$ cat config.mk
export PLATFORM = sky130hd
export DESIGN_NAME = vector_accumulator
export DESIGN_NICKNAME = d
export VERILOG_FILES = /design/src/rtl/vector_acc_pkg.sv /design/src/rtl/acc_ram_sdp.sv /design/src/rtl/vector_accumulator.sv
export SDC_FILE = /design/constraint.sdc
export NUM_CORES = 2
export LEC_CHECK = 0
export ABC_AREA = 1
export BUFFER_PORTS_ARGS = -buffer_cell sky130_fd_sc_hd__buf_2
export CORE_MARGIN = 1.5
export CORE_UTILIZATION = 34
export DETAILED_ROUTE_END_ITERATION = 16
export PLACE_DENSITY_LB_ADDON = 0.1
export SLEW_MARGIN = 30
export SYNTH_ARGS = -nofsm -noshare
export SYNTH_HDL_FRONTEND = slang
export SYNTH_HIERARCHICAL = 1
export SYNTH_SLANG_ARGS = --single-unit
$ cat constraint.sdc
create_clock -name clk -period 4.88 [get_ports clk]
set_input_delay 0.732 -clock clk [delete_from_list [all_inputs] [get_ports clk]]
set_output_delay 0.732 -clock clk [all_outputs]
set_load 0.02 [all_outputs]
$ cat src/rtl/vector_acc_pkg.sv
// vector_acc_pkg
//   Shared definitions for the vector accumulator slice:
//   - DT_SIGNED / DT_UNSIGNED : accepted DATA_TYPE strings
//   - calc_addr_width()       : channel index width for a given depth
//   - sat_max() / sat_min()   : saturation limits for a width and signedness,
//                               returned right-aligned in 64 bits (the caller
//                               truncates to its own width)
package vector_acc_pkg;

  localparam string DT_SIGNED   = "signed";
  localparam string DT_UNSIGNED = "unsigned";

  // A depth of 1 still needs a one-bit index so ports never collapse to zero width.
  function automatic int calc_addr_width(input int depth);
    return (depth > 1) ? $clog2(depth) : 1;
  endfunction

  function automatic logic [63:0] sat_max(input int width, input bit is_signed);
    logic [63:0] one;
    one = 64'd1;
    if (is_signed)       return (one << (width - 1)) - one;
    else if (width >= 64) return '1;
    else                 return (one << width) - one;
  endfunction

  // Signed minimum is the two's complement of the signed maximum minus one,
  // i.e. 1000...0 once truncated to width.
  function automatic logic [63:0] sat_min(input int width, input bit is_signed);
    logic [63:0] one;
    one = 64'd1;
    if (is_signed) return ~((one << (width - 1)) - one);
    else           return '0;
  endfunction

endpackage

$ cat src/rtl/acc_ram_sdp.sv
// acc_ram_sdp
//   Simple dual-port RAM: one synchronous write port, one read port with a
//   single registered read stage. Written so synthesis infers block or
//   distributed RAM. Contents are not initialised or reset.
// Ports:
//   clk    : clock, rising edge
//   we     : write enable
//   waddr  : write address
//   wdata  : write data
//   raddr  : read address, sampled every cycle
//   rdata  : mem[raddr] from the previous cycle
module acc_ram_sdp
  import vector_acc_pkg::*;
#(
  parameter int DEPTH = 64,
  parameter int WIDTH = 32,
  parameter int AW    = calc_addr_width(DEPTH)
) (
  input  logic             clk,
  input  logic             we,
  input  logic [AW-1:0]    waddr,
  input  logic [WIDTH-1:0] wdata,
  input  logic [AW-1:0]    raddr,
  output logic [WIDTH-1:0] rdata
);

  logic [WIDTH-1:0] mem [DEPTH];

  always_ff @(posedge clk) begin
    if (we) mem[waddr] <= wdata;
    rdata <= mem[raddr];
  end

endmodule

$ cat src/rtl/vector_accumulator.sv
// vector_accumulator
//   Element-wise accumulation of a streamed vector of VECTOR_LEN samples over
//   many frames. Partial sums live in acc_ram_sdp and are updated by a
//   three-stage read-modify-write pipeline:
//     S0 : register sample, channel index, frame flag, first-frame marker
//     S1 : RAM read (registered read data lines up with the S1 registers)
//     S2 : add / restart, write back, register the finished sum to dout
//   A sample accepted in cycle n is written back and (if due) reported at n+3.
//
//   Handshake: din_valid is a one-way strobe with no ready. Every cycle with
//   din_valid=1 is one accepted sample for the current channel; dout_valid is
//   likewise a one-cycle strobe the consumer must take unconditionally.
//
//   Optional build macro VECTOR_ACC_SATURATE_EN: saturating add in S2 and a
//   sticky ovf_flag output. Without it the add wraps and ovf_flag is absent.
//
// Ports:
//   clk, rst   : clock, synchronous active-high reset
//   din        : sample for the current channel
//   din_valid  : sample strobe, advances the channel counter
//   new_acc    : with din_valid on channel 0, starts a new accumulation
//   dout       : finished sum for dout_addr
//   dout_addr  : channel index of dout
//   dout_valid : one beat per channel when a finished sum is reported
//   sync_err   : sticky, new_acc seen on a channel other than 0
//   ovf_flag   : (saturating build only) sticky, some add saturated
module vector_accumulator
  import vector_acc_pkg::*;
#(
  parameter int    DIN_WIDTH  = 16,
  parameter int    ACC_WIDTH  = 32,
  parameter int    VECTOR_LEN = 64,
  parameter string DATA_TYPE  = "signed",
  parameter int    ADDR_WIDTH = calc_addr_width(VECTOR_LEN)
) (
  input  logic                  clk,
  input  logic                  rst,
  input  logic [DIN_WIDTH-1:0]  din,
  input  logic                  din_valid,
  input  logic                  new_acc,
  output logic [ACC_WIDTH-1:0]  dout,
  output logic [ADDR_WIDTH-1:0] dout_addr,
  output logic                  dout_valid,
  output logic                  sync_err
`ifdef VECTOR_ACC_SATURATE_EN
  ,
  output logic                  ovf_flag
`endif
);

  localparam bit IS_SIGNED = (DATA_TYPE == DT_SIGNED);
  localparam logic [ADDR_WIDTH-1:0] LAST_CH = ADDR_WIDTH'(VECTOR_LEN - 1);

  // The write of channel c lands before any later read of c because at least
  // four beats separate successive visits of the same channel.
  if (VECTOR_LEN < 4) begin : g_len_chk
    $error("vector_accumulator: VECTOR_LEN must be >= 4");
  end
  if (ACC_WIDTH < DIN_WIDTH) begin : g_width_chk
    $error("vector_accumulator: ACC_WIDTH must be >= DIN_WIDTH");
  end
  if (DATA_TYPE != DT_SIGNED && DATA_TYPE != DT_UNSIGNED) begin : g_type_chk
    $error("vector_accumulator: DATA_TYPE must be \"signed\" or \"unsigned\"");
  end

  // Input side
  logic [ADDR_WIDTH-1:0] cnt;
  logic                  frame_flag;
  logic                  first_acc;
  logic                  cur_flag;

  // Pipeline registers
  logic                  s0_valid, s1_valid;
  logic [DIN_WIDTH-1:0]  s0_din, s1_din;
  logic [ADDR_WIDTH-1:0] s0_addr, s1_addr;
  logic                  s0_flag, s1_flag;
  logic                  s0_first, s1_first;

  // Datapath
  logic [ACC_WIDTH-1:0]  rd_data;
  logic [ACC_WIDTH-1:0]  din_ext;
  logic [ACC_WIDTH-1:0]  add_res;
  logic [ACC_WIDTH-1:0]  wr_data;
  logic                  restart;
  logic                  out_fire;
  logic                  ram_we;

  // Channel 0 takes new_acc directly; later channels reuse what channel 0 latched.
  assign cur_flag = (cnt == '0) ? new_acc : frame_flag;

  assign restart  = s1_flag || s1_first;
  assign out_fire = s1_valid && s1_flag && !s1_first;
  // A write still in S2 when reset hits is dropped.
  assign ram_we   = s1_valid && !rst;

  always_ff @(posedge clk) begin
    if (rst) begin
      cnt        <= '0;
      frame_flag <= 1'b0;
      first_acc  <= 1'b1;
      sync_err   <= 1'b0;
      s0_valid   <= 1'b0;
      s1_valid   <= 1'b0;
      dout       <= '0;
      dout_addr  <= '0;
      dout_valid <= 1'b0;
    end else begin
      if (din_valid) begin
        cnt <= (cnt == LAST_CH) ? '0 : cnt + 1'b1;
        if (cnt == '0)   frame_flag <= new_acc;
        else if (new_acc) sync_err  <= 1'b1;
        if (cnt == LAST_CH) first_acc <= 1'b0;
      end
      s0_valid   <= din_valid;
      s1_valid   <= s0_valid;
      dout_valid <= out_fire;
      if (out_fire) begin
        dout      <= rd_data;
        dout_addr <= s1_addr;
      end
    end
  end

  // Payload registers need no reset; their valids gate every use.
  always_ff @(posedge clk) begin
    s0_din   <= din;
    s0_addr  <= cnt;
    s0_flag  <= cur_flag;
    s0_first <= first_acc;
    s1_din   <= s0_din;
    s1_addr  <= s0_addr;
    s1_flag  <= s0_flag;
    s1_first <= s0_first;
  end

  acc_ram_sdp #(
    .DEPTH (VECTOR_LEN),
    .WIDTH (ACC_WIDTH),
    .AW    (ADDR_WIDTH)
  ) u_ram (
    .clk   (clk),
    .we    (ram_we),
    .waddr (s1_addr),
    .wdata (wr_data),
    .raddr (s0_addr),
    .rdata (rd_data)
  );

  always_comb begin
    din_ext = ACC_WIDTH'(s1_din);
    if (IS_SIGNED) din_ext = ACC_WIDTH'({{ACC_WIDTH{s1_din[DIN_WIDTH-1]}}, s1_din});
  end

`ifdef VECTOR_ACC_SATURATE_EN
  localparam logic [ACC_WIDTH-1:0] SAT_MAX = ACC_WIDTH'(sat_max(ACC_WIDTH, IS_SIGNED));
  localparam logic [ACC_WIDTH-1:0] SAT_MIN = ACC_WIDTH'(sat_min(ACC_WIDTH, IS_SIGNED));

  logic [ACC_WIDTH:0] sum_wide;
  logic               sat_hit;

  // One guard bit: signed overflow shows as guard != msb, unsigned as carry.
  always_comb begin
    sum_wide = {(IS_SIGNED ? rd_data[ACC_WIDTH-1] : 1'b0), rd_data}
             + {(IS_SIGNED ? din_ext[ACC_WIDTH-1] : 1'b0), din_ext};
    sat_hit  = IS_SIGNED ? (sum_wide[ACC_WIDTH] != sum_wide[ACC_WIDTH-1])
                         : sum_wide[ACC_WIDTH];
    add_res  = sum_wide[ACC_WIDTH-1:0];
    if (sat_hit) add_res = (IS_SIGNED && sum_wide[ACC_WIDTH]) ? SAT_MIN : SAT_MAX;
  end

  always_ff @(posedge clk) begin
    if (rst)                                   ovf_flag <= 1'b0;
    else if (s1_valid && !restart && sat_hit)  ovf_flag <= 1'b1;
  end
`else
  always_comb begin
    add_res = rd_data + din_ext;
  end
`endif

  assign wr_data = restart ? din_ext : add_res;

endmodule

Yosys cells after proc, flatten, opt, wreduce, memory -nomap -nowiden
Memory sizes are Yosys's and may differ from the RTL's. A register that Yosys moved wholly into a read port is not among the register bits.
Cells that the tools add are included.
- register bits after elaboration: 98
- memory bits (writable): 2048
- bits of input ports: 20
- output and inout bits: 40
- word-level logic and storage cells: 36
- memories kept: 1
- add/subtract/negate cells: 2
- eq/ne operators: 1
- multiplexer cells: 5
- bitwise operators: 1
- reductions and logical operators: 9
- memory list (name ; words ; width ; read ports ; clocked after Yosys merged registers in ; write ports ; line ; source):
    u_ram.mem ; 64 ; 32 ; 1 ; 1 ; 1 ; acc_ram_sdp.sv:27 ; logic [WIDTH-1:0] mem [DEPTH];
- operators by type and width (operator ; number):
    adder 32 bit ; 1
    two-way mux 32 bit ; 1
    adder 6 x 1 -> 6 bit (second input constant) ; 1
    == test 6 bit (second input constant) ; 1
    zero test 6 bit ; 1
    two-way mux 6 bit ; 1
    logical AND 1 bit ; 3
    two-way mux 1 bit ; 3
    AND reduction 3 bit ; 1
    zero test 1 bit ; 2
    AND reduction 2 bit ; 1
    logical OR 1 bit ; 1
    inverter 1 bit ; 1

Depth between registers and ports, before layout
- depth after elaboration: 4
- gate-level depth with buffers: 13
- gate-level depth less buffers: 12

Cells and area by module
Netlist, hierarchy kept.
- by module, submodules not included (module ; times used ; cells an instance ; area an instance (µm²) ; sequential area each (µm²)):
    acc_ram_sdp ; 1 ; 6769 ; 82738.1 ; 62139.6
    vector_accumulator ; 1 ; 847 ; 5479.0 ; 1961.9

Least setup slack after synthesis
Ideal clock, no wire load.
- kind: input-to-reg
- start: input port rst
- end: memory u_ram.mem[48][0], enable pin
- setup time: 0.502 ns
- data arrival time: 4.646 ns
- required time: 4.378 ns
- slack: -0.269 ns
- stages on the path: 5
- buffers on the path: 2
- cells stage by stage: clkbuf_1 > nor2_1 > clkbuf_1 > nand4_1 > nor4_1
- word-level cells in the longest chain between the ends: 4
- ends and longest elaborated chain (what ; line ; source):
    start, declared ; vector_accumulator.sv:37 ; input logic rst,
    zero test 1 bit ; vector_accumulator.sv:94 ; assign ram_we = s1_valid && !rst;
    logical AND 1 bit ; vector_accumulator.sv:94 ;
    net ram_we ; vector_accumulator.sv:86 ; logic ram_we;
    two-way mux 1 bit ; acc_ram_sdp.sv:30 ; if (we) mem[waddr] <= wdata;
    two-way mux 1 bit (not written as such) ; acc_ram_sdp.sv:30 ;
    end, declared ; acc_ram_sdp.sv:27 ;
The timed path passes the listed nets, and every way through them passes these cells.

Final worst setup path
- start: register s1_din[15]
- end: memory u_ram.mem[3][28] (data pin)
- word-level cells in the longest chain between the ends: 2
- ends and longest elaborated chain (what ; line ; source):
    start, declared ; vector_accumulator.sv:74 ; logic [DIN_WIDTH-1:0] s0_din, s1_din;
    start signal, assigned ; vector_accumulator.sv:130 ; s1_din <= s0_din;
    adder 32 bit ; vector_accumulator.sv:177 ; add_res = rd_data + din_ext;
    two-way mux 32 bit (*) ; vector_accumulator.sv:181 ; assign wr_data = restart ? din_ext : add_res;
    net wr_data[28] ; vector_accumulator.sv:83 ; logic [ACC_WIDTH-1:0] wr_data;
The timed path passes the listed nets; every way through them passes the cells marked *.

==> impl_metrics.ini <==
[flow_run]
maxCapViolations = 0

[synthesis]
synthSimpleGateAreaFrac = 0.230
syn_nets = 7670
synth_edf_count = 2048
synth_cells = 7616
synth_most_common_cell = nand2_1
synth_adder_area_share = 0.00491
yosysTopAreaCell = edfxtp_1
netlist_area_um2 = 88200
ys_seq_area_frac = 0.727
synth_xor_area_frac = 0.000596
yosysTopAreaCellShare = 0.697
ys_top_cells_by_count = nand2_1, edfxtp_1, nand3_1
synth_compound_area_frac = 0.00516
yosysUniqueCellTypes = 38
synth_mux_area_frac = 0.000511
synth_area_leaders = edfxtp_1, nand3_1, nand2_1
avgSynthCellArea_um2 = 11.6
yosysWarningCount = 6
synth-seq-cells = 2178
synth_ff_type = edfxtp_1
synth-async-reset-ratio = 0
synth_top_family_by_area = simple AND/OR/NAND/NOR gates

[worst_setup_path]
worstSetupPathType = flip-flop to flip-flop
r2r_end = u_ram/mem[3][28]
worst_setup_path_end_kind = flip-flop
start_kind = flip-flop
reg2reg_slack_ns = 1.50
worst_ep_required_time_ns = 5.48
reg2reg_from = s1_din[15]
arrival_ns = 3.98
cp_max_fo = 33
r2r_cells = 10
crit_start = s1_din[15]

[clocking]
cts_num_sinks = 2178
cts_tree = built
ctsLongestPathBuffers = 3
numCtsBuffers = 233
cts-root-buf = clkbuf_16
cts_max_level = 4
clkTransAtPathRegs_ns = 0.06
cts_resized = 0
clkLatencyLatePin_ns = 0.89

[global_routing]
grt_antenna_before_repair = 19
grt_pass1_wl_um = 422000
grt_pass1_vias = 55979
grt_max_degree = 124
grt_overflow = 0
grt_use_total = 0.223

[sta]
clock.fmax_ghz = 0.296
maxSlewViolCount = 0
hold_violations = 0
period_share = 0.693
worst_slew_pin_slew_ns = 1.01
max_slew_margin = 0.328
tns_ns = 0
finalSetupViolCount = 0
worst_clock_skew_ns = 0.0528
rsz0062_at_grt = no
fin_ws_ns = 1.50
period_needed_ns = 3.38

[power]
swShare = 0.241
comb_power_share = 0.079
total_power_mw = 41.1
pwr-share-seq = 0.502
power_density_nw_per_um2 = 406
switchingPower_mw = 9.90
internal_power_mw = 31.2
p_leak_nw = 36.0
ir_drop_uv = 299
p_clk_frac = 0.419

[final_layout]
drive_above_1_share = 0.0953
regArea_um2 = 64100
nets = 7747
syn2layout_area_growth_pct = 14.7
multi_input_area_um2 = 21900
layoutNonFillerInstCount = 11279
n_fill_cell = 24654

[route]
ant_nets = 0
drt_first_iter_violations = 5751
firstDrtPassIters = 5
drc = 0
totalWireLength_um = 296000
via_count = 58884
drt-wirelength-per-cell_um = 26.3
avgViaCountPerCell = 5.22

[floorplanning]
start_util = 0.343
num_io_pins = 60
rows = 186
die_w_um = 512
die_h_um = 512
die-area_um2 = 263000
core-area_um2 = 257000

[hold_path]
hold_class = primary input to flip-flop
holdPathEnd = sync_err
hold_path_depth = 3
hold_start = new_acc

[place]
dp_cells = 10825
dp_slack_ns = 1.10
dp_hpwl_um = 167000
portBuffers = 59
place.gp.congestion = 0.823

[run_status]
status = completed
registers in the layout, summed over array words and instances, names as in the netlist:
| name | count |
|---|---|
| dout | 32 |
| s0_valid | 1 |
| sync_err | 1 |
| s1_din | 16 |
| dout_addr | 6 |
| s1_flag | 1 |
| s1_valid | 1 |
| s1_addr | 6 |
| s0_first | 1 |
| s0_flag | 1 |
| u_ram/rdata | 32 |
| dout_valid | 1 |
| u_ram/mem | 2048 |
| cnt | 6 |
| s1_first | 1 |
| s0_din | 16 |
| frame_flag | 1 |
| s0_addr | 6 |
| first_acc | 1 |
cells by family (layout without fill, tap and decap cells):
group | Yosys count | count (layout)
other | 0 | 11
buffers and inverters | 601 | 869
xor gates and xnor gates | 6 | 6
muxes | 4 | 4
and+or+nand+nor | 4705 | 4705
AOI/OAI and AO/OA | 88 | 88
adders and majority gates | 34 | 34
DFF | 2178 | 2178
worst max path at each step:
stage	endpoint	slack, ns
after floorplan	u_ram/mem[48][0]	-0.27
after global placement	u_ram/mem[12][26]	1.02
after detailed placement	u_ram/mem[28][22]	1.10
after CTS	u_ram/mem[7][22]	1.07
after global routing	u_ram/mem[6][28]	1.28
final	u_ram/mem[3][28]	1.50
area by class of cell:
| cell class | instances | share of cell area |
|---|---|---|
| clock buffer | 331 | 0.0644 |
| timing repair buffer | 310 | 0.0292 |
| tap | 3384 | 0.0419 |
| antenna | 11 | 0.000272 |
| clock inverter | 95 | 0.00842 |
| multi-input combinational | 4837 | 0.217 |
| inverter | 133 | 0.00533 |
| sequential | 2178 | 0.634 |
critical path: stages (launching register included):
cell	delay [ns]
dfxtp_2	0.67
ha_1	0.42
nand2_1	0.17
inv_1	0.07
a21oi_1	0.16
nand2_1	0.12
a21oi_1	0.28
nand3_1	0.11
nand3_1	0.11
nand2_2	0.49
buf_4	0.45
through the flow:
step	util	cell area (µm²)	hold slack [ns]
after floorplan	-	88200	0.310
after global placement	0.363	93500	0.312
final	0.393	101000	0.137
after detailed placement	0.363	93500	0.312
after global routing	0.393	101000	0.102
after CTS	0.393	101000	0.0470
layout by cell type, fill, tap and decap left out, drive strengths merged:
cell         synthesis  layout
a31oi                1       1
xnor2                3       3
edfxtp            2048    2048
clkinv               0      77
xor2                 3       3
nor4                 8       8
nand3             1966    1966
nand2             2513    2513
nor2               187     187
diode                0      11
o21ai               56      56
bufinv               0      11
nor3                 9       9
buf                380     294
clkbuf              88     331
dlygate4sd3          0      16
mux2                 4       4
inv                133     139
ha                  33      33
dfxtp              130     130
a21o                 1       1
nand4               12      12
or2                  8       8
o21bai               3       3
a21oi               27      27
clkinvlp             0       1
nand3b               2       2
fa                   1       1
power by group through the flow:
stage | registers [mW] | logic (mW) | clock network (mW)
finish | 20.6 | 3.24 | 17.2
global route | 20.6 | 3.57 | 18.3
CTS | 20.6 | 3.28 | 17.6
detailed placement | 21.0 | 3.26 | 0
global placement | 21.0 | 3.26 | 0
floorplan | 20.9 | 2.04 | 0
layer usage:
| metal | vias to the layer above | GRT usage | routed length, µm |
|---|---|---|---|
| met5 | - | 0 | 0 |
| met4 | 0 | 0.0633 | 7800 |
| met3 | 316 | 0.0298 | 17300 |
| met2 | 1749 | 0.344 | 133000 |
| met1 | 29869 | 0.326 | 138000 |
| li1 | 26950 | - | - |
what timing repair did:
item / CTS / global route
endpoints found under the hold margin: 16 / 0
hold buffers: 16 / 0
buffers inserted: 0 / 0
endpoints found under the setup margin: 0 / 0
Note: power is estimated with default switching activity, not from simulation.
